==> src/rtl/aes_arb_pkg.sv <==
// Shared constants and types for the two-requester AES arbiter.
package aes_arb_pkg;

  // Data width of one AES block (plaintext, key and ciphertext).
  localparam int AES_BLK_W = 128;

  // Default core latency, from the core_valid pulse to a valid core_ctxt.
  localparam int AES_DEF_LATENCY = 12;

  // This revision supports exactly two requesters.
  localparam int AES_NREQ = 2;

  // Controller states. Only one operation is outstanding at a time.
  typedef enum logic [1:0] {
    ST_IDLE  = 2'd0,
    ST_ISSUE = 2'd1,
    ST_WAIT  = 2'd2,
    ST_RESP  = 2'd3
  } arb_state_t;

  // Convert a requester index into its one-hot select vector.
  function automatic logic [AES_NREQ-1:0] req_onehot(input logic idx);
    return idx ? 2'b10 : 2'b01;
  endfunction

endpackage

==> src/rtl/aes_rr_pick.sv <==
// Combinational two-way round-robin choice. On a tie the requester that was
// not served last wins; a lone requester always wins.
module aes_rr_pick
  import aes_arb_pkg::*;
(
  input  logic [AES_NREQ-1:0] req_valid,
  input  logic                rr_last,
  output logic                any,
  output logic                pick
);

  // Pick the winning requester index from the current request vector.
  always_comb begin
    any  = |req_valid;
    pick = 1'b0;
    case (req_valid)
      2'b01:   pick = 1'b0;
      2'b10:   pick = 1'b1;
      2'b11:   pick = ~rr_last;
      default: pick = 1'b0;
    endcase
  end

endmodule

==> src/rtl/aes_req_arbiter.sv <==
// Two-requester front end for a fixed-latency AES core. One operation is in
// flight at a time: accept (IDLE) -> start pulse (ISSUE) -> count down the
// core latency (WAIT) -> hold the ciphertext for the owner (RESP).
module aes_req_arbiter
  import aes_arb_pkg::*;
#(
  parameter int LATENCY = AES_DEF_LATENCY,
  parameter int NREQ    = AES_NREQ
) (
  input  logic                 clk,
  input  logic                 rst,
  input  logic [NREQ-1:0]      req_valid,
  output logic [NREQ-1:0]      req_ready,
  input  logic [AES_BLK_W-1:0] req_ptxt0,
  input  logic [AES_BLK_W-1:0] req_ptxt1,
  input  logic [AES_BLK_W-1:0] req_key0,
  input  logic [AES_BLK_W-1:0] req_key1,
  output logic [NREQ-1:0]      rsp_valid,
  input  logic [NREQ-1:0]      rsp_ready,
  output logic [AES_BLK_W-1:0] rsp_ctxt,
  output logic                 core_valid,
  output logic [AES_BLK_W-1:0] core_ptxt,
  output logic [AES_BLK_W-1:0] core_key,
  input  logic [AES_BLK_W-1:0] core_ctxt,
  output logic                 busy,
  output logic                 grant_id
);

  // The counter must hold LATENCY-1; keep at least one bit.
  localparam int CNT_W = (LATENCY > 1) ? $clog2(LATENCY) : 1;
  localparam logic [CNT_W-1:0] CNT_LOAD = CNT_W'(LATENCY - 1);

  if (NREQ != 2) begin : g_nreq_check
    $error("aes_req_arbiter supports exactly two requesters");
  end
  if (LATENCY < 1) begin : g_lat_check
    $error("aes_req_arbiter needs LATENCY of at least 1");
  end

  arb_state_t           state;
  logic                 rr_last;
  logic [CNT_W-1:0]     cnt;
  logic [AES_BLK_W-1:0] opnd_ptxt;
  logic [AES_BLK_W-1:0] opnd_key;
  logic [AES_BLK_W-1:0] result;

  logic any;
  logic pick;
  logic accept;
  logic wait_done;
  logic rsp_done;

  aes_rr_pick u_pick (
    .req_valid (req_valid),
    .rr_last   (rr_last),
    .any       (any),
    .pick      (pick)
  );

  // Decode handshakes from the current state; requests only count in IDLE and
  // the owner's rsp_ready is the only one that can close a response.
  always_comb begin
    accept    = (state == ST_IDLE) && any;
    wait_done = (state == ST_WAIT) && (cnt == '0);
    rsp_done  = (state == ST_RESP) && rsp_ready[grant_id];
  end

  // Drive the handshake and core-facing outputs. req_ready is also gated by
  // rst so it drops the moment reset asserts, not just on the next edge.
  always_comb begin
    req_ready  = (accept && rst) ? req_onehot(pick) : '0;
    rsp_valid  = (state == ST_RESP) ? req_onehot(grant_id) : '0;
    rsp_ctxt   = result;
    core_valid = (state == ST_ISSUE);
    core_ptxt  = opnd_ptxt;
    core_key   = opnd_key;
    busy       = (state != ST_IDLE);
  end

  // Sequence the controller and keep the round-robin history; rr_last starts
  // at 1 so requester 0 wins the first tie after reset.
  always_ff @(posedge clk or negedge rst) begin
    if (!rst) begin
      state    <= ST_IDLE;
      grant_id <= 1'b0;
      rr_last  <= 1'b1;
      cnt      <= '0;
    end else begin
      case (state)
        ST_IDLE: begin
          if (accept) begin
            grant_id <= pick;
            state    <= ST_ISSUE;
          end
        end
        ST_ISSUE: begin
          cnt   <= CNT_LOAD;
          state <= ST_WAIT;
        end
        ST_WAIT: begin
          if (wait_done) begin
            state <= ST_RESP;
          end else begin
            cnt <= cnt - CNT_W'(1);
          end
        end
        ST_RESP: begin
          if (rsp_done) begin
            rr_last <= grant_id;
            state   <= ST_IDLE;
          end
        end
        default: state <= ST_IDLE;
      endcase
    end
  end

  // Capture the winner's operands on accept and the core result at the end
  // of WAIT; both stay put until the next operation so the core and the
  // requester see stable values.
  always_ff @(posedge clk or negedge rst) begin
    if (!rst) begin
      opnd_ptxt <= '0;
      opnd_key  <= '0;
      result    <= '0;
    end else begin
      if (accept) begin
        opnd_ptxt <= pick ? req_ptxt1 : req_ptxt0;
        opnd_key  <= pick ? req_key1  : req_key0;
      end
      if (wait_done) begin
        result <= core_ctxt;
      end
    end
  end

endmodule

==> config.mk <==
export PLATFORM = sky130hd
export DESIGN_NAME = aes_req_arbiter
export DESIGN_NICKNAME = d
export VERILOG_FILES = /design/src/rtl/aes_arb_pkg.sv /design/src/rtl/aes_rr_pick.sv /design/src/rtl/aes_req_arbiter.sv
export SDC_FILE = /design/constraint.sdc
export NUM_CORES = 1
export LEC_CHECK = 0
export ABC_AREA = 1
export BUFFER_PORTS_ARGS = -buffer_cell sky130_fd_sc_hd__buf_4
export CAP_MARGIN = 20
export CELL_PAD_IN_SITES_DETAIL_PLACEMENT = 1
export CELL_PAD_IN_SITES_GLOBAL_PLACEMENT = 2
export CORE_AREA = 10 10 401 403
export DETAILED_ROUTE_END_ITERATION = 6
export DIE_AREA = 0 0 411 413
export HOLD_SLACK_MARGIN = 0.02
export PLACE_DENSITY = 0.57
export SLEW_MARGIN = 10
export SYNTH_ARGS = -nofsm -noshare
export SYNTH_HDL_FRONTEND = slang
export SYNTH_SLANG_ARGS = --single-unit
==> constraint.sdc <==
create_clock -name clk -period 1.85 [get_ports clk]
set_input_delay 0.0925 -clock clk [delete_from_list [all_inputs] [get_ports clk]]
set_output_delay 0.0925 -clock clk [all_outputs]
set_load 0.05 [all_outputs]
==> flow_summary.json, run 1 <==
{
  "outcome": "complete, but fails checks",
  "violations": "negative setup slack",
  "synth_cell_types": 19,
  "grt_max_degree": 78,
  "antenna_left": 0,
  "vias_per_cell": 3.601,
  "root_buffer": "clkbuf_16",
  "p_leak_nw": 20.03,
  "synthCells": 2267,
  "synthTopCellsByArea": "dfrtp_1 54%, nand2_1 19%, o211ai_1 11%",
  "avgSynthCellArea_um2": 8.016,
  "vias": 22009,
  "h-tree-depth": 2,
  "swShare": 0.5182,
  "grt_pass1_wl_um": 173000,
  "end_kind": "output port",
  "antenna_found_initial": 29,
  "crit_type": "register to output port",
  "ys_seq_area_frac": 0.5399,
  "place_area_um2": 29060,
  "layout_setup_ws_ns": -0.2168,
  "clock_sinks": 392,
  "hold_path.class": "primary input to async pin",
  "setup_viol": 220,
  "synth_top_area_cell": "dfrtp_1",
  "wl_per_cell_um": 20.63,
  "drtPass1Iterations": 5,
  "clock_path_buffers": 3,
  "clock.fmax_mhz": 483.8,
  "fin_crit_ns": 2.067,
  "synth_edf_count": 0,
  "fin_area_um2": 38490,
  "cts.clk_slew.worst_paths_ns": 0.06,
  "min_period_over_period": 1.117,
  "hold_viol": 0,
  "synth_fp_nets": 2920,
  "ys_ff_latch": 392,
  "gp_congestion": 0.8329,
  "start_util": 0.1188,
  "rows": 144,
  "drtIter0Drc": 991,
  "fin_cells": 6112,
  "synth_area_um2": 18170,
  "grt_setup_unrepaired": "true",
  "power.density_nw_per_um2": 1744,
  "ys.warnings.count": 0,
  "p_comb_frac": 0.606,
  "drv_slew": 0,
  "fp.dieW_um": 411,
  "area_growth_pct": 111.8,
  "internal_power_mw": 32.33,
  "synth_flop_cell": "dfrtp_1",
  "grt.total_usage": 0.1368,
  "coreArea_um2": 153000,
  "power_frac_clock": 0.156,
  "fin_skew_ns": 0.01988,
  "peakVddDrop_uv": 737.8,
  "numCtsBuffers": 54,
  "overflow": 0,
  "power_frac_seq": 0.237,
  "num-fill-cells": 18046,
  "first_global_vias": 24104,
  "die_h_um": 413,
  "drive_above_1_share": 0.3169,
  "portBuffers": 1036,
  "cts_tree": "done",
  "arrival_ns": 1.97,
  "tightest_slew_ns": 0.5643,
  "post-place-cells": 5295,
  "synth_top_cell_area_share": 0.5385,
  "dpl.hpwl_um": 94500,
  "worstPathRequired_ns": 1.76,
  "synth-async-reset-ratio": 1.000,
  "clk_latency_ns": 0.63,
  "cp-start-kind": "register",
  "dieArea_um2": 169700,
  "ios": 1037,
  "finalNetCount": 4667,
  "max_slew_margin": 0.6238,
  "maxCapViolations": 0,
  "routed_wl_um": 126100,
  "crit_fanout": 2,
  "route.detailed.drc": 0,
  "p_switching_mw": 34.78
}
[path summary, 6_finish.rpt]
path	endpoint	slack (ns)	start	cells past startpoint
max	req_ready[0]	-0.22	state[1]	8
min	rsp_ctxt[123]	0.18	rst	3
max reg2reg	core_ptxt[15]	-0.14	state[1]	12
min reg2reg	core_ptxt[45]	0.48	core_ptxt[45]	2
max in group asynchronous	core_key[46]	0.93	rst	4
min in group clk	core_ptxt[64]	0.27	req_ptxt1[64]	4
[worst max-delay path, cell delays in order, from the launching register on]
cell        delay (ns)
dfrtp_1           0.39
inv_2             0.08
ha_4              0.15
clkinvlp_4        0.10
a21oi_4           0.14
buf_12            0.14
inv_16            0.03
nor3_4            0.12
buf_6             0.19
[kinds of logic (layout without fill, tap and decap cells)]
kind of cell,after synthesis,count (layout),synth area share
buf+inv,542,2327,0.1177
compound gates,389,389,0.1426
other cells,0,16,0
flops,392,392,0.5399
simple gates,936,936,0.1944
xor+xnor,1,1,0.0004821
fa+ha+maj,7,7,0.004820
[Yosys cell counts (4+ instances only)]
cell      number
nand2_1      920
buf_2         84
nor2_1         4
nand3_1        7
o211ai_1     256
dfrtp_1      391
clkbuf_1      50
ha_1           7
o21ai_0      132
inv_1        400
buf_1          6
[layer usage]
metal  vias up  part of all wire  track usage  wire [µm]
met3       196             0.058      0.03615       7269
met1     10613              0.39       0.1564      49700
met4         8             0.038      0.05489       4755
met5         -           0.00031            0         39
met2       620              0.51       0.2409      64310
li1      10572                 -            -          -
[timing repair]
action | CTS | global route
endpoints found under the setup margin | 23 | 353
hold endpoints to repair | 779 | 0
cloned | 0 | 24
gates resized for setup | 27 | 38
hold buffers | 647 | 0
pin swaps | 7 | 6
buffers inserted | 14 | 25
[power groups by stage]
stage	clock network, mW	logic, mW	registers (mW)
after floorplan	0	7.58	30.2
after global placement	0	37.1	15.9
after detailed placement	0	37.3	15.9
after CTS	11.0	39.0	15.9
after global routing	11.3	43.2	16.5
final	10.5	40.7	15.9
[layout by cell type (no fill, tap or decap), types with 3 or more instances in the layout]
| master | n |
|---|---|
| buf_12 | 40 |
| buf_16 | 9 |
| buf_4 | 1092 |
| buf_6 | 14 |
| buf_8 | 8 |
| bufinv_16 | 3 |
| clkbuf_1 | 14 |
| clkbuf_16 | 75 |
| clkbuf_8 | 8 |
| clkinv_2 | 10 |
| clkinvlp_4 | 3 |
| dfrtp_1 | 391 |
| diode_2 | 16 |
| dlygate4sd3_1 | 647 |
| ha_1 | 4 |
| inv_1 | 395 |
| inv_2 | 5 |
| nand2_1 | 918 |
| nand3_1 | 6 |
| o211ai_1 | 256 |
| o21ai_0 | 132 |
[registers in the layout, summed over array words and instances, names as in the netlist]
register,flops
rr_last,1
rsp_ctxt,128
core_key,128
state,2
core_ptxt,128
cnt,4
grant_id,1
[layout make-up]
cell class | instances | area, µm² | area share
Antenna cell | 16 | 40.04 | 0.001040
Clock buffer | 76 | 1514 | 0.03934
Clock inverter | 18 | 200.2 | 0.005202
Inverter | 402 | 1529 | 0.03973
Multi-Input combinational cell | 1333 | 6309 | 0.1639
Sequential cell | 392 | 9811 | 0.2549
Tap cell | 2044 | 2557 | 0.06645
Timing Repair Buffer | 1831 | 16530 | 0.4294
[metrics by stage]
step           TNS [ns]  power [mW]    util  worst slack [ns]  hold slack, ns
2_1_floorplan  -0.06675       37.77       -          -0.06675         -0.2031
3_3_place_gp   -0.07465       52.95  0.1900          -0.03945          0.2465
3_5_place_dp   -0.08387       53.24  0.1900          -0.03585          0.2530
4_1_cts          -22.94       65.89  0.2448           -0.2997          0.1511
5_1_grt          -41.21       71.01  0.2516           -0.3367          0.1659
6_report         -14.27       67.11  0.2516           -0.2168          0.1832
No activity file was read; power rests on OpenSTA's default activity.
==> run 2: changes to the inputs <==
==> constraint.sdc (replaced) <==
create_clock -name clk -period 1.85 [get_ports clk]
set_input_delay 0.2775 -clock clk [delete_from_list [all_inputs] [get_ports clk]]
set_output_delay 0.2775 -clock clk [all_outputs]
set_load 0.05 [all_outputs]
==> flow_summary.json, run 2 (same netlist as run 1, synthesis figures left out) <==
{
  "outcome": "complete, but fails checks",
  "violations": "negative setup slack",
  "final_common_cell": "buf_4",
  "coreArea_um2": 153000,
  "hold_start": "req_ptxt0[61]",
  "clock.fmax_mhz": 439.6,
  "vias_per_cell": 3.635,
  "post-place-cells": 5290,
  "gp_congestion": 0.8130,
  "met1_usage": 0.1585,
  "tightest_slew_ns": 0.7767,
  "route.detailed.drc": 0,
  "crit_fanout": 2,
  "power_frac_clock": 0.168,
  "wl_per_cell_um": 20.87,
  "hold_viol": 0,
  "drtIter0Drc": 1074,
  "swShare": 0.5160,
  "antenna_left": 0,
  "overflow": 0,
  "p_leak_nw": 20.15,
  "cp-start-kind": "register",
  "max_slew_margin": 0.4822,
  "min_to": "core_ptxt[61]",
  "h-tree-depth": 2,
  "numCtsBuffers": 55,
  "grt.total_usage": 0.1373,
  "maxCapViolations": 0,
  "vias": 22093,
  "fin_crit_ns": 2.275,
  "use_met3": 0.03565,
  "grt_pass1_wl_um": 174300,
  "finalNetCount": 4634,
  "layout_common_cells": "1,078 x buf_4, 782 x nand2_1, 633 x dlygate4sd3_1",
  "grt_setup_unrepaired": "true",
  "setup-tns-final_ns": -25.62,
  "cts_tree": "done",
  "grt_max_degree": 118,
  "die_h_um": 413,
  "clock_sinks": 392,
  "antenna_found_initial": 27,
  "ios": 1037,
  "cts.clk_slew.worst_paths_ns": 0.06,
  "total_power_mw": 69.36,
  "power_frac_seq": 0.234,
  "area_growth_pct": 114.1,
  "power.density_nw_per_um2": 1783,
  "r2r-start": "state[0]",
  "min_period_over_period": 1.230,
  "clk_latency_ns": 0.64,
  "crit_type": "register to output port",
  "hold_path.class": "primary input to register",
  "drv_slew": 0,
  "rows": 144,
  "fp.dieW_um": 411,
  "whs_path_depth": 5,
  "peakVddDrop_uv": 884.8,
  "internal_power_mw": 33.57,
  "clock_path_buffers": 3,
  "end_kind": "output port",
  "p_comb_frac": 0.598,
  "r2r_cells": 12,
  "reg2reg_to": "core_key[38]",
  "dpl.hpwl_um": 93890,
  "drive_above_1_share": 0.3492,
  "routed_wl_um": 126900,
  "gr-max-usage-layer": "met2",
  "worstPathRequired_ns": 1.57,
  "first_global_vias": 24081,
  "portBuffers": 1036,
  "fin_cells": 6078,
  "r2r_setup_slack_ns": -0.16,
  "p_switching_mw": 35.79,
  "post-place-ws_ns": 0.01711,
  "use_met2": 0.2485,
  "drtPass1Iterations": 5,
  "root_buffer": "clkbuf_16",
  "start_util": 0.1188,
  "fin_skew_ns": 0.02180,
  "setup_viol": 259,
  "arrival_ns": 2.00,
  "layout_setup_ws_ns": -0.4249,
  "dieArea_um2": 169700
}
-- run 2: worst max-delay path by stage --
stage          startpoint  depth (start not counted)  slack, ns             end
2_1_floorplan    state[1]                          7      -0.25    req_ready[0]
3_3_place_gp      rr_last                          7       0.01  core_ptxt[102]
3_5_place_dp      rr_last                          7       0.02  core_ptxt[102]
4_1_cts          state[0]                          8      -0.50    req_ready[0]
5_1_grt          state[0]                          8      -0.53    req_ready[0]
6_report         state[0]                          8      -0.42    req_ready[0]
-- run 2: critical path, stage by stage, from the launching register on --
cell	delay (ns)
dfrtp_1	0.40
inv_2	0.08
ha_4	0.15
clkinvlp_4	0.10
a21oi_4	0.16
buf_12	0.14
inv_12	0.03
nor3_4	0.11
buf_6	0.19
-- run 2: through the flow --
stage | cell area (µm²) | utilization | hold slack (ns)
after floorplan | 18220 | - | -0.01809
after global placement | 29040 | 0.1898 | 0.3178
after detailed placement | 29040 | 0.1898 | 0.3155
after CTS | 37560 | 0.2455 | 0.02456
after global routing | 38900 | 0.2543 | 0.05215
final | 38900 | 0.2543 | 0.07882
-- run 2: final cells by class --
class | instances | area, µm²
flip-flops and latches | 392 | 9811
multi-input cells | 1333 | 6854
clock inverters | 17 | 306.5
clock buffers | 85 | 1629
inverters | 402 | 1525
fillers | 17965 | 114100
well taps | 2044 | 2557
diodes | 8 | 20.02
repair buffers | 1797 | 16200
-- run 2: power by group through the flow --
stage | logic (mW) | registers (mW) | clock network (mW)
floorplan | 7.58 | 30.2 | 0
global placement | 37.1 | 15.8 | 0
detailed placement | 37.3 | 15.9 | 0
CTS | 39.1 | 15.8 | 12.2
global route | 43.9 | 16.8 | 12.5
finish | 41.5 | 16.3 | 11.6
-- run 2: timing repair --
action / in CTS / in global routing
cloned: 1 / 25
hold buffers: 633 / 0
endpoints found under the hold margin: 694 / 0
setup endpoints to repair: 8 / 258
resized for setup: 26 / 214
pin swaps: 6 / 5
setup buffers: 14 / 10
-- run 2: routing by layer --
layer | vias up | share of wire
met5 | - | 0.00044
met4 | 10 | 0.027
met3 | 192 | 0.058
met2 | 610 | 0.52
met1 | 10772 | 0.40
li1 | 10509 | -
